File: src/rtl/inst_fetch_if.sv
// Byte-wide read channel between the instruction-fetch stage and the memory controller.
interface inst_fetch_if;
  logic        memReq_out;
  logic [31:0] memAddr_out;
  logic [7:0]  memData_in;
  logic        memDone_in;

  modport master (
    output memReq_out,
    output memAddr_out,
    input  memData_in,
    input  memDone_in
  );

  modport slave (
    input  memReq_out,
    input  memAddr_out,
    output memData_in,
    output memDone_in
  );
endinterface

File: src/rtl/inst_fetch.sv
// Instruction-fetch stage: direct-mapped one-word-per-line cache with byte-serial refill
// from the memory controller, stall request to PC and squash on jump/branch redirect.
module inst_fetch #(
  parameter int INDEX_BITS = 6,
  parameter int STALL_W    = 6
) (
  input  logic               clk_in,
  input  logic               rst_in,
  input  logic               rdy_in,
  input  logic [STALL_W-1:0] stall_in,
  input  logic [31:0]        pc_in,
  input  logic               pcJump_in,
  inst_fetch_if.master       mem,
  output logic               stallReq_out,
  output logic [31:0]        pc_out,
  output logic [31:0]        inst_out,
  output logic               instValid_out
);

  localparam int LINES = 1 << INDEX_BITS;
  localparam int TAG_W = 32 - INDEX_BITS - 2;

  typedef enum logic {S_IDLE, S_FETCH} state_t;

  state_t            state_q;
  logic [1:0]        idx_q;
  logic              mem_req_q;
  logic [31:0]       mem_addr_q;
  logic [31:0]       fetch_pc_q;
  logic [23:0]       byte_buf_q;
  logic [31:0]       pc_q;
  logic [31:0]       inst_q;
  logic              inst_valid_q;
  logic [LINES-1:0]  line_valid_q;

  logic [31:0]       data_mem [LINES];
  logic [TAG_W-1:0]  tag_mem  [LINES];

  logic [INDEX_BITS-1:0] lk_index;
  logic [TAG_W-1:0]      lk_tag;
  logic [INDEX_BITS-1:0] fill_index;
  logic [TAG_W-1:0]      fill_tag;
  logic [31:0]           fill_word;
  logic [1:0]            idx_d;
  logic [31:0]           mem_addr_d;
  logic                  hit;
  logic                  last_byte;
  logic                  cache_we;
  logic                  stall_hold;
  logic                  ready;
  logic                  unused_stall_bits;

  assign stall_hold        = stall_in[1];
  assign unused_stall_bits = ^{stall_in[STALL_W-1:2], stall_in[0]};

  assign lk_index   = pc_in[INDEX_BITS+1:2];
  assign lk_tag     = pc_in[31:INDEX_BITS+2];
  assign fill_index = fetch_pc_q[INDEX_BITS+1:2];
  assign fill_tag   = fetch_pc_q[31:INDEX_BITS+2];
  assign hit        = line_valid_q[lk_index] && (tag_mem[lk_index] == lk_tag);

  assign idx_d      = idx_q + 2'd1;
  assign mem_addr_d = mem_addr_q + 32'd1;
  assign last_byte  = (state_q == S_FETCH) && (idx_q == 2'd3) && mem.memDone_in;
  assign fill_word  = {mem.memData_in, byte_buf_q};
  // A redirect in the final-byte cycle wins: the refilled word is dropped, not cached.
  assign cache_we   = rdy_in && !rst_in && !pcJump_in && last_byte;

  // Low stall request lets PC advance on the same edge the word is registered.
  assign ready        = ((state_q == S_IDLE) && hit) || last_byte || pcJump_in;
  assign stallReq_out = !(rdy_in && ready);

  assign mem.memReq_out  = mem_req_q && rdy_in;
  assign mem.memAddr_out = mem_addr_q;
  assign pc_out          = pc_q;
  assign inst_out        = inst_q;
  assign instValid_out   = inst_valid_q;

  always_ff @(posedge clk_in) begin
    if (cache_we) begin
      data_mem[fill_index] <= fill_word;
      tag_mem[fill_index]  <= fill_tag;
    end
  end

  for (genvar gi = 0; gi < LINES; gi++) begin : g_line_valid
    always_ff @(posedge clk_in) begin
      if (rst_in) begin
        line_valid_q[gi] <= 1'b0;
      end else if (cache_we && (fill_index == INDEX_BITS'(gi))) begin
        line_valid_q[gi] <= 1'b1;
      end
    end
  end

  always_ff @(posedge clk_in) begin
    if (rst_in) begin
      state_q      <= S_IDLE;
      idx_q        <= 2'd0;
      mem_req_q    <= 1'b0;
      mem_addr_q   <= 32'd0;
      fetch_pc_q   <= 32'd0;
      byte_buf_q   <= 24'd0;
      pc_q         <= 32'd0;
      inst_q       <= 32'd0;
      inst_valid_q <= 1'b0;
    end else if (rdy_in) begin
      if (pcJump_in) begin
        state_q      <= S_IDLE;
        idx_q        <= 2'd0;
        mem_req_q    <= 1'b0;
        inst_q       <= 32'd0;
        inst_valid_q <= 1'b0;
      end else begin
        case (state_q)
          S_IDLE: begin
            if (!stall_hold) begin
              if (hit) begin
                pc_q         <= pc_in;
                inst_q       <= data_mem[lk_index];
                inst_valid_q <= 1'b1;
              end else begin
                state_q      <= S_FETCH;
                idx_q        <= 2'd0;
                mem_req_q    <= 1'b1;
                mem_addr_q   <= pc_in;
                fetch_pc_q   <= pc_in;
                inst_q       <= 32'd0;
                inst_valid_q <= 1'b0;
              end
            end
          end
          S_FETCH: begin
            if (mem.memDone_in) begin
              idx_q      <= idx_d;
              mem_addr_q <= mem_addr_d;
              case (idx_q)
                2'd0:    byte_buf_q[7:0]   <= mem.memData_in;
                2'd1:    byte_buf_q[15:8]  <= mem.memData_in;
                2'd2:    byte_buf_q[23:16] <= mem.memData_in;
                default: begin
                  state_q   <= S_IDLE;
                  mem_req_q <= 1'b0;
                  if (!stall_hold) begin
                    pc_q         <= fetch_pc_q;
                    inst_q       <= fill_word;
                    inst_valid_q <= 1'b1;
                  end
                end
              endcase
            end
          end
          default: state_q <= S_IDLE;
        endcase
      end
    end
  end

endmodule

File: src/flat_wrapper.sv
// flat-port wrapper written by rule: the top's interface ports become plain ports
module inst_fetch_flat 
#(
  parameter int INDEX_BITS = 6,
  parameter int STALL_W    = 6
)
  (clk_in, rst_in, rdy_in, stall_in, pc_in, pcJump_in, stallReq_out, pc_out, inst_out, instValid_out, mem_memReq_out, mem_memAddr_out, mem_memData_in, mem_memDone_in);
  inst_fetch_if mem_i ();
  input  logic clk_in;
  input  logic rst_in;
  input  logic rdy_in;
  input  logic [STALL_W-1:0] stall_in;
  input  logic [31:0] pc_in;
  input  logic pcJump_in;
  output logic stallReq_out;
  output logic [31:0] pc_out;
  output logic [31:0] inst_out;
  output logic instValid_out;
  output wire logic [$bits(mem_i.memReq_out)-1:0] mem_memReq_out;
  output wire logic [$bits(mem_i.memAddr_out)-1:0] mem_memAddr_out;
  input wire logic [$bits(mem_i.memData_in)-1:0] mem_memData_in;
  input wire logic [$bits(mem_i.memDone_in)-1:0] mem_memDone_in;
  assign mem_memReq_out = mem_i.memReq_out;
  assign mem_memAddr_out = mem_i.memAddr_out;
  assign mem_i.memData_in = mem_memData_in;
  assign mem_i.memDone_in = mem_memDone_in;
  inst_fetch #(.INDEX_BITS(INDEX_BITS), .STALL_W(STALL_W)) u_core (.clk_in(clk_in), .rst_in(rst_in), .rdy_in(rdy_in), .stall_in(stall_in), .pc_in(pc_in), .pcJump_in(pcJump_in), .mem(mem_i), .stallReq_out(stallReq_out), .pc_out(pc_out), .inst_out(inst_out), .instValid_out(instValid_out));
endmodule
File: config.mk
export PLATFORM = sky130hd
export DESIGN_NAME = inst_fetch_flat
export DESIGN_NICKNAME = d
export VERILOG_FILES = /design/src/rtl/inst_fetch_if.sv /design/src/rtl/inst_fetch.sv /design/src/flat_wrapper.sv
export SDC_FILE = /design/constraint.sdc
export NUM_CORES = 2
export LEC_CHECK = 0
export ABC_AREA = 0
export CAP_MARGIN = 10
export CORE_MARGIN = 4
export CORE_UTILIZATION = 60
export DETAILED_ROUTE_END_ITERATION = 10
export PLACE_DENSITY = 0.76
export SLEW_MARGIN = 30
export SYNTH_ARGS = -nofsm -noshare
export SYNTH_HDL_FRONTEND = slang
export SYNTH_SLANG_ARGS = --single-unit
export TNS_END_PERCENT = 10
File: constraint.sdc
create_clock -name clk_in -period 7.63 [get_ports clk_in]
set_input_delay 1.1445 -clock clk_in [delete_from_list [all_inputs] [get_ports clk_in]]
set_output_delay 1.1445 -clock clk_in [all_outputs]
set_load 0.01 [all_outputs]
==> impl_metrics.csv <==
group,metric,value,unit
sta,drv_slew,0,
sta,hold_slack,458,ps
sta,maxSlewHeadroom,0.251,
worst_setup_path,r2r_end,"u_core.pc_out[25]",
worst_setup_path,cp-end-kind,"output port",
layout,final_cell_mix,"edfxtp_1 (3584), mux4_2 (947), clkbuf_16 (383), mux2i_1 (328), buf_4 (222)",
pwr,ir_worst_vdd,0.242,mV
sta,hold_viol,0,
drt,drtAntennaViolNets,0,
grt,grt_pass1_vias,79000,
place,io_buffers,144,
yosys,synthCells,6835,
layout,nets,7323,
grt,grt_max_degree,141,
floorplan,core_area,0.243,mm2
floorplan,ios,150,
worst_setup_path,cp_top_family,"simple AND/OR/NAND/NOR gates",
drt,first_iter_violations,15200,
floorplan,initial_core_util,0.603,
clocking,cts_root_buf,"clkbuf_16",
grt,grt_first_pass_wirelength,618000,um
yosys,synth_top_area_cell,"edfxtp_1",
hold_path,min_delay_worst_endpoint,"u_core.instValid_out",
grt,grt_use_total,0.356,
clocking,cts_buffers,378,
worst_setup_path,crit_chain,"buf_4 > nand2b_1 > a221oi_1 > o21ai_0 > o311ai_0 > mux2_2 > nor3_2 > buf_4 > and4_1 > nand4_1 > o21ai_0 > nand2_1 > clkdlybuf4s50_1",
worst_setup_path,regToRegStartpoint,"u_core.tag_mem[60][1]",
clocking,post_cts_buffers,0,
floorplan,num_rows,181,
worst_setup_path,critPathKind,"in2out",
worst_setup_path,crit_fanout,34,
worst_setup_path,setup.worst_path.start_class,"primary input",
sta,worstMarginPinSlew,1120,ps
worst_setup_path,crit_required,6490,ps
drt,num_vias,80700,
hold_path,hold_class,"reg2reg",
layout,fillers,14300,
drt,drc_errors,0,
sta,fin_skew,71.0,ps
yosys,synth-edff-count,3584,
drt,viasPerCell,7.49,
hold_path,min_from,"u_core.instValid_out",
layout,final_util,0.686,
flow_run,max_cap_viol_count,0,
layout,final_area,0.167,mm2
worst_setup_path,cp_slowest_cell,"a221oi_1",
yosys,yosys_warnings,0,
yosys,synth.area.top_cells,"edfxtp_1 (73%), mux4_2 (15%), dfxtp_1 (3.0%)",
pwr,p_per_area,258,mW/mm2
drt,post_drt_wl_per_cell,41.9,um
yosys,avgSynthCellArea,21.4,um2
sta,fmax,0.132,GHz
drt,drt_wl_total,452000,um
sta,period_needed,7550,ps
clocking,cts.htree.levels,5,
hold_path,holdPathStages,2,
drt,dr.pass1.iters,8,
yosys,synthArstFlopShare,0,
sta,setup_violations,0,
place,dpl_cell_area,0.154,mm2
worst_setup_path,ff2ff_setup_slack,2860,ps
grt,antenna_found_initial,15,
layout,drive_above_1_share,0.263,
clocking,clk_path_buf_depth,4,
yosys,ys.flop_type,"edfxtp_1",
clocking,clock_sinks,3805,
place,dp_hpwl,235000,um
yosys,syn-num-nets,6892,
clocking,cts_tree,"built",
sta,rsz0062_at_grt,"no",
worst_setup_path,r2r_cells,11,
clocking,clk_latency,990,ps
yosys,ys_seq_elements,3805,
yosys,synth_top_area_share,0.734,
worst_setup_path,cp_num_buf_inv,3,
clocking,ctsHoldBuffers,0,
yosys,synth-seq-area-share,0.764,
worst_setup_path,arrival,6400,ps
clocking,cts_resized,0,
sta,finalCritPeriodShare,0.989,
yosys,synthDistinctLibCells,77,
floorplan,die_width,502,um
clocking,clkTransAtPathRegs,60,ps
grt,grt_overflow,0,
worst_setup_path,max_stage_delay,750,ps
floorplan,dieArea,0.252,mm2
yosys,syn_area,0.147,mm2
layout,final_common_cell,"edfxtp_1",
place,place.gp.congestion,0.900,
layout,syn_to_final_growth,13.8,%
sta,fin_setup_tns,0,ps
floorplan,dieHeight,502,um
outcome,status,"finished clean",
pwr,p_leak,50.7,nW
logic make-up after synthesis:
logic type                 count (synthesis)  synth area share
and+or+nand+nor                          684            0.0225
muxes                                   1303             0.170
AOI/OAI and AO/OA                        603            0.0285
adders and majority gates                  6          0.000512
DFF                                     3805             0.764
buffers and inverters                    424            0.0135
xor gates and xnor gates                  10          0.000597
flip-flops by register name, summed over array words and instances, names as in the netlist:
| name | count |
|---|---|
| u_core.data_mem | 2048 |
| u_core.tag_mem | 1536 |
| u_core.line_valid_q | 64 |
| u_core.fetch_pc_q | 32 |
| u_core.inst_out | 32 |
| u_core.mem.memAddr_out | 32 |
| u_core.pc_out | 32 |
| u_core.byte_buf_q | 24 |
| u_core.idx_q | 2 |
| u_core.instValid_out | 1 |
| u_core.mem_req_q | 1 |
| u_core.state_q | 1 |
worst reg2reg max path: cells and delay by family, from the launching register on:
family / cells / cell delay (ps)
AO/OA/AOI/OAI: 4 / 1280
AND/OR/NAND/NOR: 6 / 2650
flip-flops: 1 / 370
multiplexers: 1 / 470
power breakdown:
group | switching, mW | leakage [nW] | internal, mW | total, mW
registers | 0.0836 | 32.6 | 22.6 | 22.7
clock network | 7.84 | 6.07 | 11.0 | 18.9
logic | 0.917 | 12.0 | 0.559 | 1.48
final cells by class:
| type | instances | area (um2) | share of cell area |
|---|---|---|---|
| antenna | 9 | 22.5 | 0.000135 |
| tap | 3202 | 4010 | 0.0240 |
| inverter | 29 | 125 | 0.000750 |
| sequential | 3805 | 112000 | 0.672 |
| multi-input combinational | 2606 | 33100 | 0.199 |
| clock buffer | 479 | 10200 | 0.0611 |
| timing repair buffer | 446 | 4930 | 0.0296 |
| clock inverter | 203 | 2240 | 0.0134 |
cells in the mapped netlist, types with 15 or more instances:
master       n
nand4_1     53
a22o_1      18
mux4_2     947
a22oi_1    137
dfxtp_1    221
buf_4       40
clkbuf_1   187
o221ai_1    17
o211ai_1    16
o21a_1      66
inv_1       25
nand2_1    214
mux2_2      28
nor2_1     154
o21ai_0     86
buf_1       49
a31oi_1     29
buf_6       15
nand3_1     96
o22ai_1     19
edfxtp_1  3584
buf_2      104
nor3_1      34
mux2i_1    328
a21oi_1     95
a31o_1      19
a221oi_1    20
and3_1      16
nor2b_1     28
how the worst max path moves through the flow:
stage	cells after the start	slack, ps	end	startpoint
6_report	13	80	stallReq_out	pc_in[6]
5_1_grt	13	80	stallReq_out	pc_in[2]
4_1_cts	13	310	stallReq_out	pc_in[6]
3_5_place_dp	13	330	stallReq_out	pc_in[6]
2_1_floorplan	6	2570	u_core.data_mem[39][0]	rdy_in
3_3_place_gp	13	30	stallReq_out	pc_in[6]
per-stage QoR:
step | worst slack [ps] | power (mW) | instances
after floorplan | 2570 | 24.0 | 6835
after global placement | 33.4 | 24.6 | 10100
after detailed placement | 326 | 24.6 | 10100
after CTS | 305 | 43.0 | 10800
after global routing | 79.0 | 44.1 | 10800
final | 81.1 | 43.1 | 10800
routing by layer:
layer / global-route usage / wire (um)
met2: 0.534 / 207000
met5: 0 / 34
met4: 0.190 / 31300
met1: 0.477 / 145000
met3: 0.107 / 68800
No activity file was read; power rests on OpenSTA's default activity.
